$ cat src/rtl/sequence_generate.sv
// rtl/sequence_generate.sv - serial MSB-first pattern generator with fixed zero gap and done pulse; define SEQUENCE_GENERATE_REPEAT_EN to add the repeat_frame loop input
module sequence_generate #(
  parameter int WIDTH = 8,
  parameter int LEN_W = 4,
  parameter int GAP   = 2
) (
  input  logic             clk,
  input  logic             rst,
  input  logic             start,
  input  logic [WIDTH-1:0] pattern,
  input  logic [LEN_W-1:0] length,
`ifdef SEQUENCE_GENERATE_REPEAT_EN
  input  logic             repeat_frame,
`endif
  output logic             out,
  output logic             valid,
  output logic             busy,
  output logic             done
);

  localparam logic [LEN_W-1:0] WIDTH_L  = LEN_W'(WIDTH);
  localparam logic [7:0]       GAP_LAST = (GAP > 0) ? 8'(GAP - 1) : 8'd0;

  typedef enum logic [1:0] {
    ST_IDLE  = 2'd0,
    ST_SHIFT = 2'd1,
    ST_GAP   = 2'd2
  } state_t;

  state_t           state;
  // Frame bits left-aligned so the next bit to send is always the MSB.
  logic [WIDTH-1:0] shreg;
  // Index of the bit currently on out; 0 means this is the last bit.
  logic [LEN_W-1:0] bitcnt;
  // Remaining gap cycles after the current one.
  logic [7:0]       gapcnt;

  logic [LEN_W-1:0] len_c;
  logic [WIDTH-1:0] aligned;
  logic             frame_end;

`ifdef SEQUENCE_GENERATE_REPEAT_EN
  // Copy of the accepted frame kept for replay.
  logic [WIDTH-1:0] pat_q;
  logic [LEN_W-1:0] len_q;
`endif

  // Clamp the requested length and left-align the pattern for MSB-first shifting.
  always_comb begin
    len_c     = (length > WIDTH_L) ? WIDTH_L : length;
    aligned   = pattern << (WIDTH_L - len_c);
    frame_end = ((state == ST_SHIFT) && (bitcnt == '0) && (GAP == 0)) ||
                ((state == ST_GAP) && (gapcnt == 8'd0));
  end

  // Frame sequencer: all outputs registered, done pulses on the return to IDLE.
  always_ff @(posedge clk or negedge rst) begin
    if (!rst) begin
      state  <= ST_IDLE;
      shreg  <= '0;
      bitcnt <= '0;
      gapcnt <= 8'd0;
      out    <= 1'b0;
      valid  <= 1'b0;
      busy   <= 1'b0;
      done   <= 1'b0;
`ifdef SEQUENCE_GENERATE_REPEAT_EN
      pat_q  <= '0;
      len_q  <= '0;
`endif
    end else begin
      done <= 1'b0;
      if (frame_end) begin
`ifdef SEQUENCE_GENERATE_REPEAT_EN
        if (repeat_frame) begin
          state  <= ST_SHIFT;
          out    <= pat_q[WIDTH-1];
          shreg  <= pat_q << 1;
          bitcnt <= len_q - LEN_W'(1);
          valid  <= 1'b1;
          busy   <= 1'b1;
          done   <= 1'b1;
        end else
`endif
        begin
          state <= ST_IDLE;
          out   <= 1'b0;
          valid <= 1'b0;
          busy  <= 1'b0;
          done  <= 1'b1;
        end
      end else begin
        case (state)
          ST_IDLE: begin
            // A zero-length request is dropped without a done pulse.
            if (start && (length != '0)) begin
              state  <= ST_SHIFT;
              out    <= aligned[WIDTH-1];
              shreg  <= aligned << 1;
              bitcnt <= len_c - LEN_W'(1);
              valid  <= 1'b1;
              busy   <= 1'b1;
`ifdef SEQUENCE_GENERATE_REPEAT_EN
              pat_q  <= aligned;
              len_q  <= len_c;
`endif
            end
          end
          ST_SHIFT: begin
            if (bitcnt != '0) begin
              out    <= shreg[WIDTH-1];
              shreg  <= shreg << 1;
              bitcnt <= bitcnt - LEN_W'(1);
            end else begin
              // GAP > 0 here, otherwise frame_end would have caught this edge.
              state  <= ST_GAP;
              out    <= 1'b0;
              valid  <= 1'b0;
              gapcnt <= GAP_LAST;
            end
          end
          ST_GAP: begin
            gapcnt <= gapcnt - 8'd1;
          end
          default: begin
            state <= ST_IDLE;
            out   <= 1'b0;
            valid <= 1'b0;
            busy  <= 1'b0;
          end
        endcase
      end
    end
  end

endmodule

$ cat config.mk
export PLATFORM = sky130hd
export DESIGN_NAME = sequence_generate
export DESIGN_NICKNAME = d
export VERILOG_FILES = /design/src/rtl/sequence_generate.sv
export SDC_FILE = /design/constraint.sdc
export NUM_CORES = 1
export LEC_CHECK = 0
export CORE_AREA = 2 2 70 72
export DETAILED_ROUTE_END_ITERATION = 16
export DIE_AREA = 0 0 72 74
export PLACE_DENSITY_LB_ADDON = 0.1
export SYNTH_ARGS = -nofsm -noshare
export SYNTH_HDL_FRONTEND = slang
export SYNTH_SLANG_ARGS = --single-unit
$ cat constraint.sdc
create_clock -name clk -period 4.1 [get_ports clk]
set_input_delay 1.23 -clock clk [delete_from_list [all_inputs] [get_ports clk]]
set_output_delay 1.23 -clock clk [all_outputs]
set_load 0.05 [all_outputs]
==> impl_metrics.tcl, run 1 <==
set metrics [dict create \
    rsz0062_at_grt "no" \
    vdd_ir_drop_max_v 0.000217 \
    die_w_um 72 \
    syn_inst 165 \
    cts_sinks 24 \
    antennaDiodeCount 0 \
    cts_buffers 3 \
    ant_nets 0 \
    whs_path_depth 2 \
    coreArea_um2 4600 \
    pwr-share-clk_pct 15.1 \
    relSlewSlack_pct 27.3 \
    cp-end-kind "flip-flop" \
    ios 19 \
    layout_min_cycle_time_ns 3.26 \
    fin_crit_sh_pct 79.6 \
    die_y_um 74 \
    intPower_mw 0.605 \
    grt_pass1_vias 1258 \
    drive_gt1_share_pct 10.4 \
    p_seq_share_pct 36.8 \
    p_per_area_nw_per_um2 593 \
    final_cell_mix "dfrtp_1, nand2_1, nor2_1, clkdlybuf4s50_1, o21ai_0" \
    cts_htree_levels 1 \
    vias 1267 \
    wire_per_inst_um 14.4 \
    seqCellArea_um2 601 \
    die_area_um2 5330 \
    antenna_found_initial 0 \
    crit_required_ns 4.27 \
    worstRegToRegCells 7 \
    path_cells "clkdlybuf4s50_1 > nor2b_1 > inv_1 > ha_1 > xnor2_2 > and3_1 > a22oi_1 > o21ai_0" \
    fin_skew_ns 0.00252 \
    whs_endpoint "shreg[4]$_DFFE_PN0P_" \
    rows 25 \
    status "completed" \
    cp-start-kind "primary input" \
    p_sw_share_pct 43.4 \
    maxCapViolations 0 \
    dr.pass1.iters 4 \
    r2r-start "valid$_DFFE_PN0P_" \
    syn-cell-area_um2 1530 \
    gp_congestion 0.761 \
    cts_tree "done" \
    multiInputGateArea_um2 867 \
    vias_per_cell 5.37 \
    cts_setup_buffers 0 \
    yosys_warnings 0 \
    area_growth_syn_to_layout_pct 17.7 \
    cp_slowest_cell "clkdlybuf4s50_1" \
    p_sw_mw 0.463 \
    grt_pass1_wl_um 6000 \
    path_delay_family "buffers and inverters" \
    io_buffer_count 18 \
    clockBufferDepth 2 \
    tns_ns 0 \
    cts_resized 0 \
    max_stage_delay_ns 0.61 \
    finalMaxSlewViolations 0 \
    grt_overflow 0 \
    timing.rr.end "bitcnt[2]$_DFFE_PN0P_" \
    setup_viol 0 \
    power.leakage_nw 0.743 \
    nets 202 \
    finalHoldViolations 0 \
    drc 0 \
    hold_path_startpoint "shreg[4]$_DFFE_PN0P_" \
    grtUsageTotal_pct 14.4 \
    cts_hold_buf 0 \
    hold_class "reg -> reg" \
    start_util_pct 33.3 \
    ys_seq_area_share_pct 39.2 \
    syn_nets 184 \
    ys_types 44 \
    drt_iter0_drc 88 \
    ys_async_sr_fraction_pct 100 \
    drt_wl_total_um 3400 \
    reg2reg_slack_ns 1.83 \
    fmax_mhz 306 \
    p_comb_share_pct 48.0 \
    syn_avg_cell_area_um2 9.27 \
    synth-seq-cells 24 \
    insertion_delay_ns 0.26 \
    synth_edf_count 0 \
    worst-path-buf-inv 2 \
    grt_max_degree 25 \
    final_common_cell "dfrtp_1" \
    fin_util_pct 39.2 \
    root_buffer "clkbuf_8" \
    fillers 453 \
    path_clk_slew_ns 0.08 \
    critPathKind "in -> reg" \
    crit_fanout 8 \
    dp_hpwl_um 2610 \
    synth_flop_cell "dfrtp_1" \
    worstPathArrival_ns 3.43 \
    worst_slew_pin_slew_ns 1.09 \
]
==> Yosys cell counts (2+ instances only) <==
master	n	area [um2]
buf_2	2	10.0
ha_1	4	50.1
a22oi_1	4	30.0
nor2_1	18	67.6
o21ai_2	2	17.5
o21ai_0	12	60.1
xor2_1	4	35.0
nand3_1	7	35.0
inv_1	5	18.8
or4_4	2	22.5
nand2b_1	3	18.8
buf_6	2	22.5
nand2_1	19	71.3
nor4b_1	2	17.5
nand3b_1	2	15.0
o22ai_1	2	12.5
mux2i_1	8	80.1
o21a_1	3	22.5
nor3_1	6	30.0
mux4_2	2	45.0
nor2b_1	3	18.8
a21oi_1	8	40.0
dfrtp_1	24	601
==> sequential cells by signal, indices dropped and copies added, names as in the netlist <==
name and count:
gapcnt 8, shreg 7, bitcnt 4, busy 1, done 1, out 1
state 1, valid 1
==> per-layer routing <==
metal | track usage [%] | wire length, um | vias to the layer above
li1 | - | - | 626
met1 | 20.7 | 1650 | 606
met2 | 22.5 | 1540 | 33
met3 | 3.25 | 184 | 2
met4 | 3.14 | 23 | 0
met5 | 0 | 0 | -
==> final cells by class <==
cell class | instances | area share (%)
Inverter | 6 | 1.25
Clock buffer | 4 | 3.06
Sequential cell | 24 | 33.4
Multi-Input combinational cell | 129 | 48.2
Timing Repair Buffer | 19 | 10.4
Tap cell | 54 | 3.75
==> kinds of logic after synthesis <==
group	Yosys count	share of synthesized area, %
mux	10	8.18
xor+xnor	6	3.92
fa+ha+maj	4	3.27
flops	24	39.2
compound gates	39	17.7
simple gates	70	23.5
buf+inv	12	4.09
==> worst max path at each step <==
| stage | from | to | slack, ns | cells after the start |
|---|---|---|---|---|
| 2_1_floorplan | length[3] | shreg[7]$_DFFE_PN0P_ | 1.18 | 10 |
| 5_1_grt | length[1] | shreg[3]$_DFFE_PN0P_ | 0.65 | 8 |
| 6_report | length[1] | shreg[3]$_DFFE_PN0P_ | 0.84 | 8 |
| 3_5_place_dp | length[1] | shreg[3]$_DFFE_PN0P_ | 0.59 | 8 |
| 3_3_place_gp | length[1] | shreg[2]$_DFFE_PN0P_ | 0.63 | 8 |
| 4_1_cts | length[1] | shreg[3]$_DFFE_PN0P_ | 0.85 | 8 |
==> metrics by stage <==
step / setup WS [ns] / instances / area [um2] / total power, mW / hold WS [ns]
finish: 0.837 / 236 / 1800 / 1.07 / 0.495
global route: 0.648 / 236 / 1800 / 1.16 / 0.532
CTS: 0.850 / 236 / 1800 / 1.08 / 0.498
detailed placement: 0.591 / 232 / 1750 / 0.913 / 0.475
global placement: 0.627 / 232 / 1750 / 0.902 / 0.474
floorplan: 1.18 / 165 / 1530 / 0.786 / 0.450
==> power by group through the flow <==
stage | sequential (mW) | combinational [mW] | clock, mW
4_1_cts | 0.393 | 0.518 | 0.167
3_3_place_gp | 0.395 | 0.507 | 0
5_1_grt | 0.407 | 0.573 | 0.180
2_1_floorplan | 0.427 | 0.359 | 0
3_5_place_dp | 0.397 | 0.515 | 0
6_report | 0.394 | 0.513 | 0.162
==> worst register-to-register path, delay by kind of cell (launching register included) <==
family / cells / cell delay (ns)
simple gates: 3 / 1.04
flops: 1 / 0.49
compound gates: 3 / 0.39
fa+ha+maj: 1 / 0.21
No activity file was read; power rests on OpenSTA's default activity.
==> run 2, diff against run 1 <==
==> constraint.sdc (replaced) <==
create_clock -name clk -period 2.8 [get_ports clk]
set_input_delay 0.84 -clock clk [delete_from_list [all_inputs] [get_ports clk]]
set_output_delay 0.84 -clock clk [all_outputs]
set_load 0.05 [all_outputs]
==> run 2 against run 1 <==
Against the previous run:
- cell count grew 5.1%
- register-to-register slack got worse by 1.1 ns
- largest power group unchanged
- critical endpoint is now shreg[7]$_DFFE_PN0P_
- total power increased by 60%
- via count grew 2.1%
- clock skew is 0.0060 ns higher
- first-iteration DRC count shrank 53%
- non-clock buffer count increased by 12
- wire length grew 3.2%
- combinational power up 61%
- critical path type unchanged
- clock-buffer cell count decreased by 1
- sequential cell count did not move
- hold slack worse by 0.0027 ns
==> impl_metrics.tcl, run 2 (synthesis results as in run 1) <==
set metrics [dict create \
    layout_min_cycle_time_ns 2.54 \
    worstPathArrival_ns 2.70 \
    nets 214 \
    grt_max_degree 25 \
    die_area_um2 5330 \
    grt_overflow 0 \
    p_per_area_nw_per_um2 895 \
    io_buffer_count 18 \
    drc 0 \
    gp_congestion 0.829 \
    hold_class "reg -> reg" \
    cp-start-kind "primary input" \
    die_y_um 74 \
    critPathKind "in -> reg" \
    grtUsageTotal_pct 14.6 \
    vias 1293 \
    drt_wl_total_um 3510 \
    top_regs "gapcnt: 8 flops, shreg: 7 flops, bitcnt: 4 flops" \
    coreArea_um2 4600 \
    cts_buffers 3 \
    fin_crit_sh_pct 90.8 \
    cts_tree "done" \
    tns_ns 0 \
    cts_resized 0 \
    wire_per_inst_um 14.2 \
    drive_gt1_share_pct 16.0 \
    crit_required_ns 2.96 \
    cts_setup_buffers 0 \
    fin_skew_ns 0.00854 \
    cts_htree_levels 1 \
    dp_hpwl_um 2760 \
    hold_slack_ns 0.492 \
    power.leakage_nw 0.809 \
    root_buffer "clkbuf_8" \
    maxCapViolations 0 \
    p_comb_share_pct 48.4 \
    final_cell_mix "dfrtp_1, nand2_1, nor2_1, clkdlybuf4s50_1, buf_4" \
    pwr-share-clk_pct 18.0 \
    final_common_cell "dfrtp_1" \
    regMostFlops "gapcnt" \
    finalMaxSlewViolations 0 \
    clockBufferDepth 2 \
    area_growth_syn_to_layout_pct 24.6 \
    p_sw_mw 0.700 \
    ant_nets 0 \
    relSlewSlack_pct 66.1 \
    p_sw_share_pct 41.1 \
    setup_viol 0 \
    fmax_mhz 393 \
    die_w_um 72 \
    stdcell_count 248 \
    drt_iter0_drc 41 \
    grt_pass1_wl_um 6190 \
    rows 25 \
    ios 19 \
    insertion_delay_ns 0.27 \
    crit_fanout 6 \
    p_seq_share_pct 33.6 \
    place_inst 244 \
    vias_per_cell 5.21 \
    antennaDiodeCount 0 \
    antenna_found_initial 0 \
    vdd_ir_drop_max_v 0.000315 \
    cp-end-kind "flip-flop" \
    largest_reg_flops 8 \
    worst_slew_pin_slew_ns 0.506 \
    fin_util_pct 41.5 \
    intPower_mw 1.01 \
    cts_hold_buf 0 \
    status "completed" \
    start_util_pct 33.3 \
    rsz0062_at_grt "no" \
    finalHoldViolations 0 \
    cts_sinks 24 \
    grt_pass1_vias 1359 \
    dr.pass1.iters 4 \
    path_clk_slew_ns 0.09 \
]
run 2: cell types whose count changed in the layout (fill, tap and decap cells not counted):
cell	change
buf_4	+12
bufinv_16	+1
clkbuf_8	-1
run 2: cell type report:
type	count	area (um2)
Clock buffer	3	41.3
Tap cell	54	67.6
Fill cell	463	2690
Timing Repair Buffer	31	278
Clock inverter	1	30.0
Sequential cell	24	601
Inverter	6	22.5
Multi-Input combinational cell	129	867
run 2: critical path, stage by stage:
cell             delay [ns]
clkdlybuf4s50_1        0.52
nor2b_1                0.20
inv_1                  0.09
ha_1                   0.42
mux2i_1                0.20
o21ai_0                0.11
o21ai_0                0.22
o211ai_2               0.09
run 2: layer usage:
layer	track usage (%)	vias to the layer above	wire length [um]
met5	0	-	0
met4	3.98	0	17
met3	2.44	2	60
met2	25.1	6	1710
met1	19.3	632	1730
li1	-	653	-
run 2: final timing paths:
path	startpoint	end	slack [ns]	cells past startpoint
setup reg to reg	gapcnt[0]$_DFFE_PN0P_	gapcnt[4]$_DFFE_PN0P_	0.77	8
min in group asynchronous	rst	bitcnt[3]$_DFFE_PN0P_	0.93	2
max in group asynchronous	rst	shreg[1]$_DFFE_PN0P_	1.63	2
hold / removal	shreg[2]$_DFFE_PN0P_	shreg[2]$_DFFE_PN0P_	0.49	2
hold reg to reg	shreg[2]$_DFFE_PN0P_	shreg[2]$_DFFE_PN0P_	0.49	2
setup / recovery	length[1]	shreg[7]$_DFFE_PN0P_	0.26	8
run 2: through the flow:
step	setup slack [ns]	power (mW)	cell area [um2]
after floorplan	0.272	1.15	1530
after global placement	0.0553	1.39	1840
after detailed placement	0.0000902	1.41	1840
after CTS	0.282	1.72	1910
after global routing	0.145	1.84	1910
final	0.257	1.71	1910
run 2: power by group through the flow:
| stage | Sequential [mW] | Combinational (mW) | Clock [mW] |
|---|---|---|---|
| 6_report | 0.573 | 0.826 | 0.308 |
| 5_1_grt | 0.595 | 0.916 | 0.333 |
| 4_1_cts | 0.573 | 0.832 | 0.318 |
| 3_5_place_dp | 0.581 | 0.830 | 0 |
| 3_3_place_gp | 0.577 | 0.815 | 0 |
| 2_1_floorplan | 0.625 | 0.526 | 0 |
